## config.mk

```make
export PLATFORM = sky130hd
export DESIGN_NAME = opendap_swd_dormant_sequencer
export DESIGN_NICKNAME = d
export VERILOG_FILES = /design/src/rtl/opendap_swd_dormant_sequencer.sv
export SDC_FILE = /design/constraint.sdc
export NUM_CORES = 1
export LEC_CHECK = 0
export ABC_CLOCK_PERIOD_IN_PS = 5100
export CELL_PAD_IN_SITES_DETAIL_PLACEMENT = 1
export CELL_PAD_IN_SITES_GLOBAL_PLACEMENT = 2
export CORE_UTILIZATION = 35
export DETAILED_ROUTE_END_ITERATION = 10
export HOLD_SLACK_MARGIN = 0.05
export PLACE_DENSITY_LB_ADDON = 0.1
export SLEW_MARGIN = 25
export SYNTH_ARGS = -nofsm -noshare
export SYNTH_HDL_FRONTEND = slang
export SYNTH_SLANG_ARGS = --single-unit
```

## constraint.sdc

```tcl
create_clock -name clk -period 5.1 [get_ports clk]
set_input_delay 1.275 -clock clk [delete_from_list [all_inputs] [get_ports clk]]
set_output_delay 1.275 -clock clk [all_outputs]
set_load 0.01 [all_outputs]
```

## src/rtl/opendap_swd_dormant_sequencer.sv

```systemverilog
// ---------------------------------------------------------------------------
// opendap_swd_dormant_sequencer
//
// Purpose:
//   Generates the SWDIO bit streams that move an SWD target between its
//   dormant and SWD states, and plain line resets. It handles three kinds of
//   sequence:
//     - line reset : RESET_HIGH_CYCLES ones, then two zeros
//     - wake       : WAKE_HIGH_CYCLES ones, the 128-bit selection alert,
//                    four zeros, the SWD activation code 8'b01011000 (MSB
//                    first), then a line reset
//     - sleep      : RESET_HIGH_CYCLES ones, then 16'b0011110111000111
//                    (MSB first)
//   A bit is consumed only on cycles where bit_en is high. All outputs are
//   registered, and they change only after a consumed bit.
//
// Configuration:
//   OPENDAP_DORMANT_SEQ_SLEEP_EN - when defined, cmd 2'b10 runs the
//   SWD-to-dormant sleep sequence. When undefined, cmd 2'b10 runs a line
//   reset and the S2D_SELECT logic is not built.
//
// Parameters:
//   RESET_HIGH_CYCLES - ones in each line reset (50..63)
//   WAKE_HIGH_CYCLES  - ones before the selection alert (8..63)
//
// Ports:
//   clk       in   host logic clock, all state on posedge
//   rst       in   asynchronous active-high reset
//   cmd_valid in   command request
//   cmd_ready out  sequencer idle; a command is accepted on cmd_valid && cmd_ready
//   cmd[1:0]  in   00/11 line reset, 01 wake, 10 sleep
//   bit_en    in   SWCLK tick; the current swdo bit goes to the target this cycle
//   swdo      out  SWDIO data
//   swdo_oe   out  SWDIO output enable
//   busy      out  sequence in progress
//   done      out  one-cycle pulse after the last bit is consumed
// ---------------------------------------------------------------------------
module opendap_swd_dormant_sequencer #(
  parameter int RESET_HIGH_CYCLES = 50,
  parameter int WAKE_HIGH_CYCLES  = 8
) (
  input  logic       clk,
  input  logic       rst,
  input  logic       cmd_valid,
  output logic       cmd_ready,
  input  logic [1:0] cmd,
  input  logic       bit_en,
  output logic       swdo,
  output logic       swdo_oe,
  output logic       busy,
  output logic       done
);

  typedef enum logic [2:0] {
    IDLE,
    HIGH_PRE,
    ALERT,
    POST_ALERT,
    SELECT,
    RST_HIGH,
    RST_LOW,
    S2D_SELECT
  } state_t;

  localparam logic [6:0] LFSR_INIT      = 7'b1001001;
  localparam logic [6:0] LFSR_TAPS      = 7'b1001011;
  localparam logic [7:0] SELECT_PATTERN = 8'b01011000;
  localparam logic [6:0] RST_HIGH_LAST  = 7'(RESET_HIGH_CYCLES - 1);
  localparam logic [6:0] WAKE_LAST      = 7'(WAKE_HIGH_CYCLES - 1);
  localparam logic [6:0] ALERT_LAST     = 7'd127;
  localparam logic [6:0] POST_LAST      = 7'd3;
  localparam logic [6:0] SELECT_LAST    = 7'd7;
  localparam logic [6:0] RST_LOW_LAST   = 7'd1;
`ifdef OPENDAP_DORMANT_SEQ_SLEEP_EN
  localparam logic [15:0] SLEEP_PATTERN = 16'b0011110111000111;
  localparam logic [6:0]  SLEEP_LAST    = 7'd15;
`endif

  state_t     state, state_next;
  logic [6:0] cnt, cnt_next;
  logic [6:0] lfsr, lfsr_next;
  logic       swdo_next;
`ifdef OPENDAP_DORMANT_SEQ_SLEEP_EN
  // Records whether the running RST_HIGH field belongs to a sleep sequence.
  // This chooses whether RST_HIGH is followed by RST_LOW or by S2D_SELECT.
  logic       sleep_seq, sleep_seq_next;
`endif

  assign cmd_ready = (state == IDLE);

  // State, field counter and alert LFSR. The outputs are registered from the
  // next-state values, so swdo always shows the bit for the field and index
  // that the state register holds.
  always_ff @(posedge clk or posedge rst) begin
    if (rst) begin
      state   <= IDLE;
      cnt     <= 7'd0;
      lfsr    <= LFSR_INIT;
      swdo    <= 1'b1;
      swdo_oe <= 1'b0;
      busy    <= 1'b0;
      done    <= 1'b0;
`ifdef OPENDAP_DORMANT_SEQ_SLEEP_EN
      sleep_seq <= 1'b0;
`endif
    end else begin
      state   <= state_next;
      cnt     <= cnt_next;
      lfsr    <= lfsr_next;
      swdo    <= swdo_next;
      swdo_oe <= (state_next != IDLE);
      busy    <= (state_next != IDLE);
      done    <= (state != IDLE) && (state_next == IDLE);
`ifdef OPENDAP_DORMANT_SEQ_SLEEP_EN
      sleep_seq <= sleep_seq_next;
`endif
    end
  end

  // Next-state logic. Each field loads cnt with (length - 1) when it is
  // entered and counts down on consumed bits. The bit_en that consumes the
  // bit at cnt == 0 moves to the following field, so the counter never wraps.
  always_comb begin
    state_next = state;
    cnt_next   = cnt;
    lfsr_next  = lfsr;
`ifdef OPENDAP_DORMANT_SEQ_SLEEP_EN
    sleep_seq_next = sleep_seq;
`endif
    if (state == IDLE) begin
      if (cmd_valid) begin
        case (cmd)
          2'b01: begin
            state_next = HIGH_PRE;
            cnt_next   = WAKE_LAST;
          end
`ifdef OPENDAP_DORMANT_SEQ_SLEEP_EN
          2'b10: begin
            state_next     = RST_HIGH;
            cnt_next       = RST_HIGH_LAST;
            sleep_seq_next = 1'b1;
          end
`endif
          default: begin
            state_next = RST_HIGH;
            cnt_next   = RST_HIGH_LAST;
`ifdef OPENDAP_DORMANT_SEQ_SLEEP_EN
            sleep_seq_next = 1'b0;
`endif
          end
        endcase
      end
    end else if (bit_en) begin
      // The first alert bit is a fixed 0 and does not come from the LFSR.
      // The LFSR advances only on the bits after that one.
      if ((state == ALERT) && (cnt != ALERT_LAST)) begin
        lfsr_next = {^(lfsr & LFSR_TAPS), lfsr[6:1]};
      end
      if (cnt != 7'd0) begin
        cnt_next = cnt - 7'd1;
      end else begin
        case (state)
          HIGH_PRE: begin
            state_next = ALERT;
            cnt_next   = ALERT_LAST;
            lfsr_next  = LFSR_INIT;
          end
          ALERT: begin
            state_next = POST_ALERT;
            cnt_next   = POST_LAST;
          end
          POST_ALERT: begin
            state_next = SELECT;
            cnt_next   = SELECT_LAST;
          end
          SELECT: begin
            state_next = RST_HIGH;
            cnt_next   = RST_HIGH_LAST;
          end
          RST_HIGH: begin
`ifdef OPENDAP_DORMANT_SEQ_SLEEP_EN
            if (sleep_seq) begin
              state_next = S2D_SELECT;
              cnt_next   = SLEEP_LAST;
            end else begin
              state_next = RST_LOW;
              cnt_next   = RST_LOW_LAST;
            end
`else
            state_next = RST_LOW;
            cnt_next   = RST_LOW_LAST;
`endif
          end
          default: begin
            state_next = IDLE;
            cnt_next   = 7'd0;
          end
        endcase
      end
    end
  end

  // Bit value for the field and index that the state register will hold
  // next. This is what swdo presents until that bit is consumed.
  always_comb begin
    swdo_next = 1'b1;
    case (state_next)
      HIGH_PRE, RST_HIGH: swdo_next = 1'b1;
      ALERT:              swdo_next = (cnt_next == ALERT_LAST) ? 1'b0 : lfsr_next[0];
      POST_ALERT,
      RST_LOW:            swdo_next = 1'b0;
      SELECT:             swdo_next = SELECT_PATTERN[cnt_next[2:0]];
`ifdef OPENDAP_DORMANT_SEQ_SLEEP_EN
      S2D_SELECT:         swdo_next = SLEEP_PATTERN[cnt_next[3:0]];
`endif
      default:            swdo_next = 1'b1;
    endcase
  end

endmodule

```

After elaboration in Yosys (flattened, before gate mapping). Memories as Yosys holds them, arrays and structs flattened. Index checks and enable logic that the tools add are counted. W data, S select, Z words.

Add/subtract/negate cells: 1. $lt $le $gt $ge: 1. Eq/ne operators: 12. Mux-type cells: 20. Bitwise logic cells: 1. Reductions and logical operators: 10.

Operators with widths (number): $mux W7 (7); $pmux W7 S5 (1); $mux W3 (5); $pmux W3 S5 (1); $eq A3 B2 Y1 const B (4); $eq A3 B3 Y1 const B (4); $eq A7 B7 Y1 const B (1); $ne A7 B7 Y1 const B (1); $reduce_bool A7 Y1 (1); $reduce_xor A7 Y1 (1); $sub A7 B1 Y7 const B (1); $logic_not A3 Y1 (2); $mux W6 (1); $reduce_bool A3 Y1 (2); $lt A3 B4 Y1 const B (1); $mux W1 (4); $eq A3 B1 Y1 const B (1); $pmux W1 S3 (1); $eq A2 B1 Y1 const B (1); $logic_and A1 B1 Y1 (2); $reduce_and A2 Y1 (1); $reduce_or A2 Y1 (1); $not A1 Y1 (1).

Register bits after elaboration: 20. Memory bits (read-only): 8. Input bits: 6. Output and inout port bits: 5. Word-level logic and storage cells: 53. Memories kept: 1.

Memories: (no name shown) (depth 8, width 1, rd ports 1, clocked after Yosys merged registers in 0, write ports 0, line 212) `SELECT: swdo_next = SELECT_PATTERN[cnt_next[2:0]];`.

Longest topological paths before layout.
Depth in word-level cells: 9. Mapped depth: 9. Depth with buffers taken out: 8.

Worst setup path after synthesis. OpenSTA, ideal clock, no wires.

Path type: in2reg. From: input port cmd[1]. To: register swdo. Library setup time: 0.094 ns. Arrival time: 2.537 ns. Data required time: 5.006 ns. Setup slack: 2.469 ns. Stages on the path: 6. Path buffers: 0. Cells stage by stage: nand2b_1 or4_1 o211ai_1 nor3b_1 a311oi_1 a311oi_1.

Longest elaborated chain between the ends: 7. Elaborated cells between the ends (all ways): 17. Those cells by class: eq/ne (6); mux (9); reduce/logical (1); memory (1).

RTL lines: start: declaration (line 46) `input logic [1:0] cmd,`; $eq A2 B1 Y1 * (line 132) `case (cmd)`; $mux W6 * (line 132); $mux W7 * (line 131) `if (cmd_valid) begin`; $mux W7 * (line 130) `if (state == IDLE) begin`; named net cnt_next[2] (line 80) `logic [6:0] cnt, cnt_next;`; $mem_v2 Z8 W1 or $eq A7 B7 Y1 (tied branches); $mux W1, on equally long branches (line 212, 209); $pmux W1 S3 * (line 207) `case (state_next)`; named net swdo_next (line 82) `logic swdo_next;`; end signal: assignment (line 110) `swdo <= swdo_next;`; end: declaration (line 48) `output logic swdo,`.

Mark *: on every way through the listed nets, which the timed path passes. The rest lies on a longest branch. The select of a mux whose other input is x is not followed. A chain may end at the register's enable or synchronous reset.

Final worst setup path.
From: register state[1]. To: output port cmd_ready.

Longest elaborated chain between the ends: 1.

RTL lines: start: declaration (line 79) `state_t state, state_next;`; start signal: assignment (line 107) `state <= state_next;`; $logic_not A3 Y1 (line 89) `assign cmd_ready = (state == IDLE);`; end: declaration (line 45) `output logic cmd_ready,`.

No other way between the ends.

==> metrics.cfg <==
[run_status]
status=finished clean

[clock_network]
post_cts_buffers=0
cts_tree=yes
postCtsHoldBufs=0
ctsResizeCount=0
path_clk_slew_ns=0.07
h-tree-depth=1
cts_made_buffers=3
root_buffer=clkbuf_8
clock-sinks=20
clk_path_buf_depth=2
clk_latency_ns=0.26

[grt]
grt_max_degree=21
antenna_found_initial=0
grt_pass1_wl_um=5470
grt_pass1_vias=1106
track_usage_pct=17.9
grt-ovfl-total=0

[cells_and_area]
area_growth_pct=11.5
fillerInstances=415
multi_input_area_um2=712
layout_commonest_cell=dfrtp_1
final_cell_mix=dfrtp_1 (16), nand2_1 (12), nor2_1 (12)
regArea_um2=505
nets=157
layout-drive-gt1-share_pct=10.2
diodes=0

[pwr]
p_total_uw=564
p_per_area_nw_per_um2=389
leakage_uw=0.000616
ir_drop_mv=0.130

[sta]
worst_pin_slew_ns=0.725
finalHoldViolCount=0
maxSlewHeadroom_pct=51.6
finalSetupTns_ns=0
rsz0062_at_grt=false
finalCritPeriodShare_pct=66.3
fmax_mhz=296
finalSetupViolations=0
drv_slew=0
clock_skew_ns=0.00265
finalCriticalPeriod_ns=3.38

[placement]
finalWeightedCongestion=0.856
dp_hpwl_um=2450
io_buffer_count=10

[logic_synthesis]
yosysSeqAreaShare_pct=38.9
yosys.cell_types.count=47
synth_edf_count=0
ys_ff_latch=20
ys_warn_count=0
synthArstFlopShare_pct=100
avgSynthCellArea_um2=9.15
syn_nets=150
synth_ff_type=dfrtp_1
syn_inst=142
syn_area_um2=1300

[worst_setup_path]
path_cells=or3_1, inv_1, clkdlybuf4s50_1
arrival_ns=2.11
rr_endpoint=swdo
slowest_stage=clkdlybuf4s50_1
crit_required_ns=3.83
crit_path_max_fanout=14
end_kind=primary output
critPathKind=reg2out
worst_r2r_path_depth=6
slowest_delay_ns=0.58
cp-start-kind=flip-flop
r2r-start=cnt[3]
rrSetupSlack_ns=2.67

[floorplan]
ioPinCount=11
initial_core_util_pct=37.8
core_area_um2=3440
die_x_um=62.9
die_y_um=62.9
fp.dieArea_um2=3960
rows=21

[hold_path]
worst_hold_path.endpoint=lfsr[3]
min_path_cells=2
hold_class=reg2reg
min_from=lfsr[4]

[detailed_routing]
ant_nets=0
drtIter0Drc=30
drt-total-wl_um=3110
drt_first_pass_iters=4
vias=1069
post_drt_wl_per_cell_um=16.1
drc=0
viasPerCell=5.54

[flow_run]
drv_cap=0

## where the power goes
group	switching [µW]	internal (µW)	total, µW
logic	104	92.1	196
registers	72.0	193	265
clock network	49.7	52.7	102
## routing by layer
metal  vias up  share of wire, %  track usage [%]
li1        516                 -                -
met1       525                47             23.2
met2        22                48             29.2
met3         6               3.8             1.64
met4         0               1.7             9.30
met5         -                 0                0
## flip-flops by register name, indices dropped and copies added, names as in the netlist
register and count:
busy 1, cnt 7, done 1, lfsr 7, state 3, swdo 1
## synth_stat cells, drive strengths merged, types with 3 or more instances
| cell | number | area [µm²] |
|---|---|---|
| nand2 | 12 | 45.0 |
| nor2 | 13 | 51.3 |
| o21ai | 7 | 35.0 |
| buf | 4 | 33.8 |
| clkbuf | 4 | 15.0 |
| o31ai | 3 | 22.5 |
| nand2b | 4 | 25.0 |
| inv | 9 | 33.8 |
| a311oi | 3 | 43.8 |
| mux2i | 6 | 60.1 |
| nor3 | 6 | 35.0 |
| xnor2 | 6 | 52.6 |
| dfrtp | 16 | 400 |
| a21oi | 8 | 40.0 |
| nand3 | 4 | 20.0 |
| dfstp | 4 | 105 |
## per-stage QoR
stage	instances	hold WS [ns]	setup WS [ns]	cell area, µm²	util, %
floorplan	142	0.466	2.47	1300	-
global placement	190	0.494	1.72	1410	40.9
detailed placement	190	0.503	1.57	1410	40.9
CTS	193	0.523	1.72	1450	42.1
global route	193	0.563	1.64	1450	42.1
finish	193	0.520	1.72	1450	42.1
## worst max path at each step
stage	start	to	slack [ns]
global route	state[1]	cmd_ready	1.64
finish	state[1]	cmd_ready	1.72
CTS	state[1]	cmd_ready	1.72
detailed placement	cmd_valid	swdo	1.57
global placement	cmd_valid	swdo	1.72
floorplan	cmd[1]	swdo	2.47
## layout make-up
cell class | instances | share of cell area (%)
inverters | 9 | 2.33
clock buffers | 3 | 2.85
repair buffers | 10 | 6.90
well taps | 46 | 3.97
multi-input cells | 105 | 49.1
flip-flops and latches | 20 | 34.9
## critical path, delay by kind of cell, from the launching register on
family,cells,cell delay [ns]
and+or+nand+nor,1,0.50
DFF,1,0.55
buffers and inverters,2,0.79
## logic make-up after synthesis
group	synth area share [%]
AOI/OAI and AO/OA	19.3
xor gates and xnor gates	4.72
adders and majority gates	1.92
buffers and inverters	6.35
DFF	38.9
muxes	5.49
and+or+nand+nor	23.3
No activity file was read; power rests on OpenSTA's default activity.
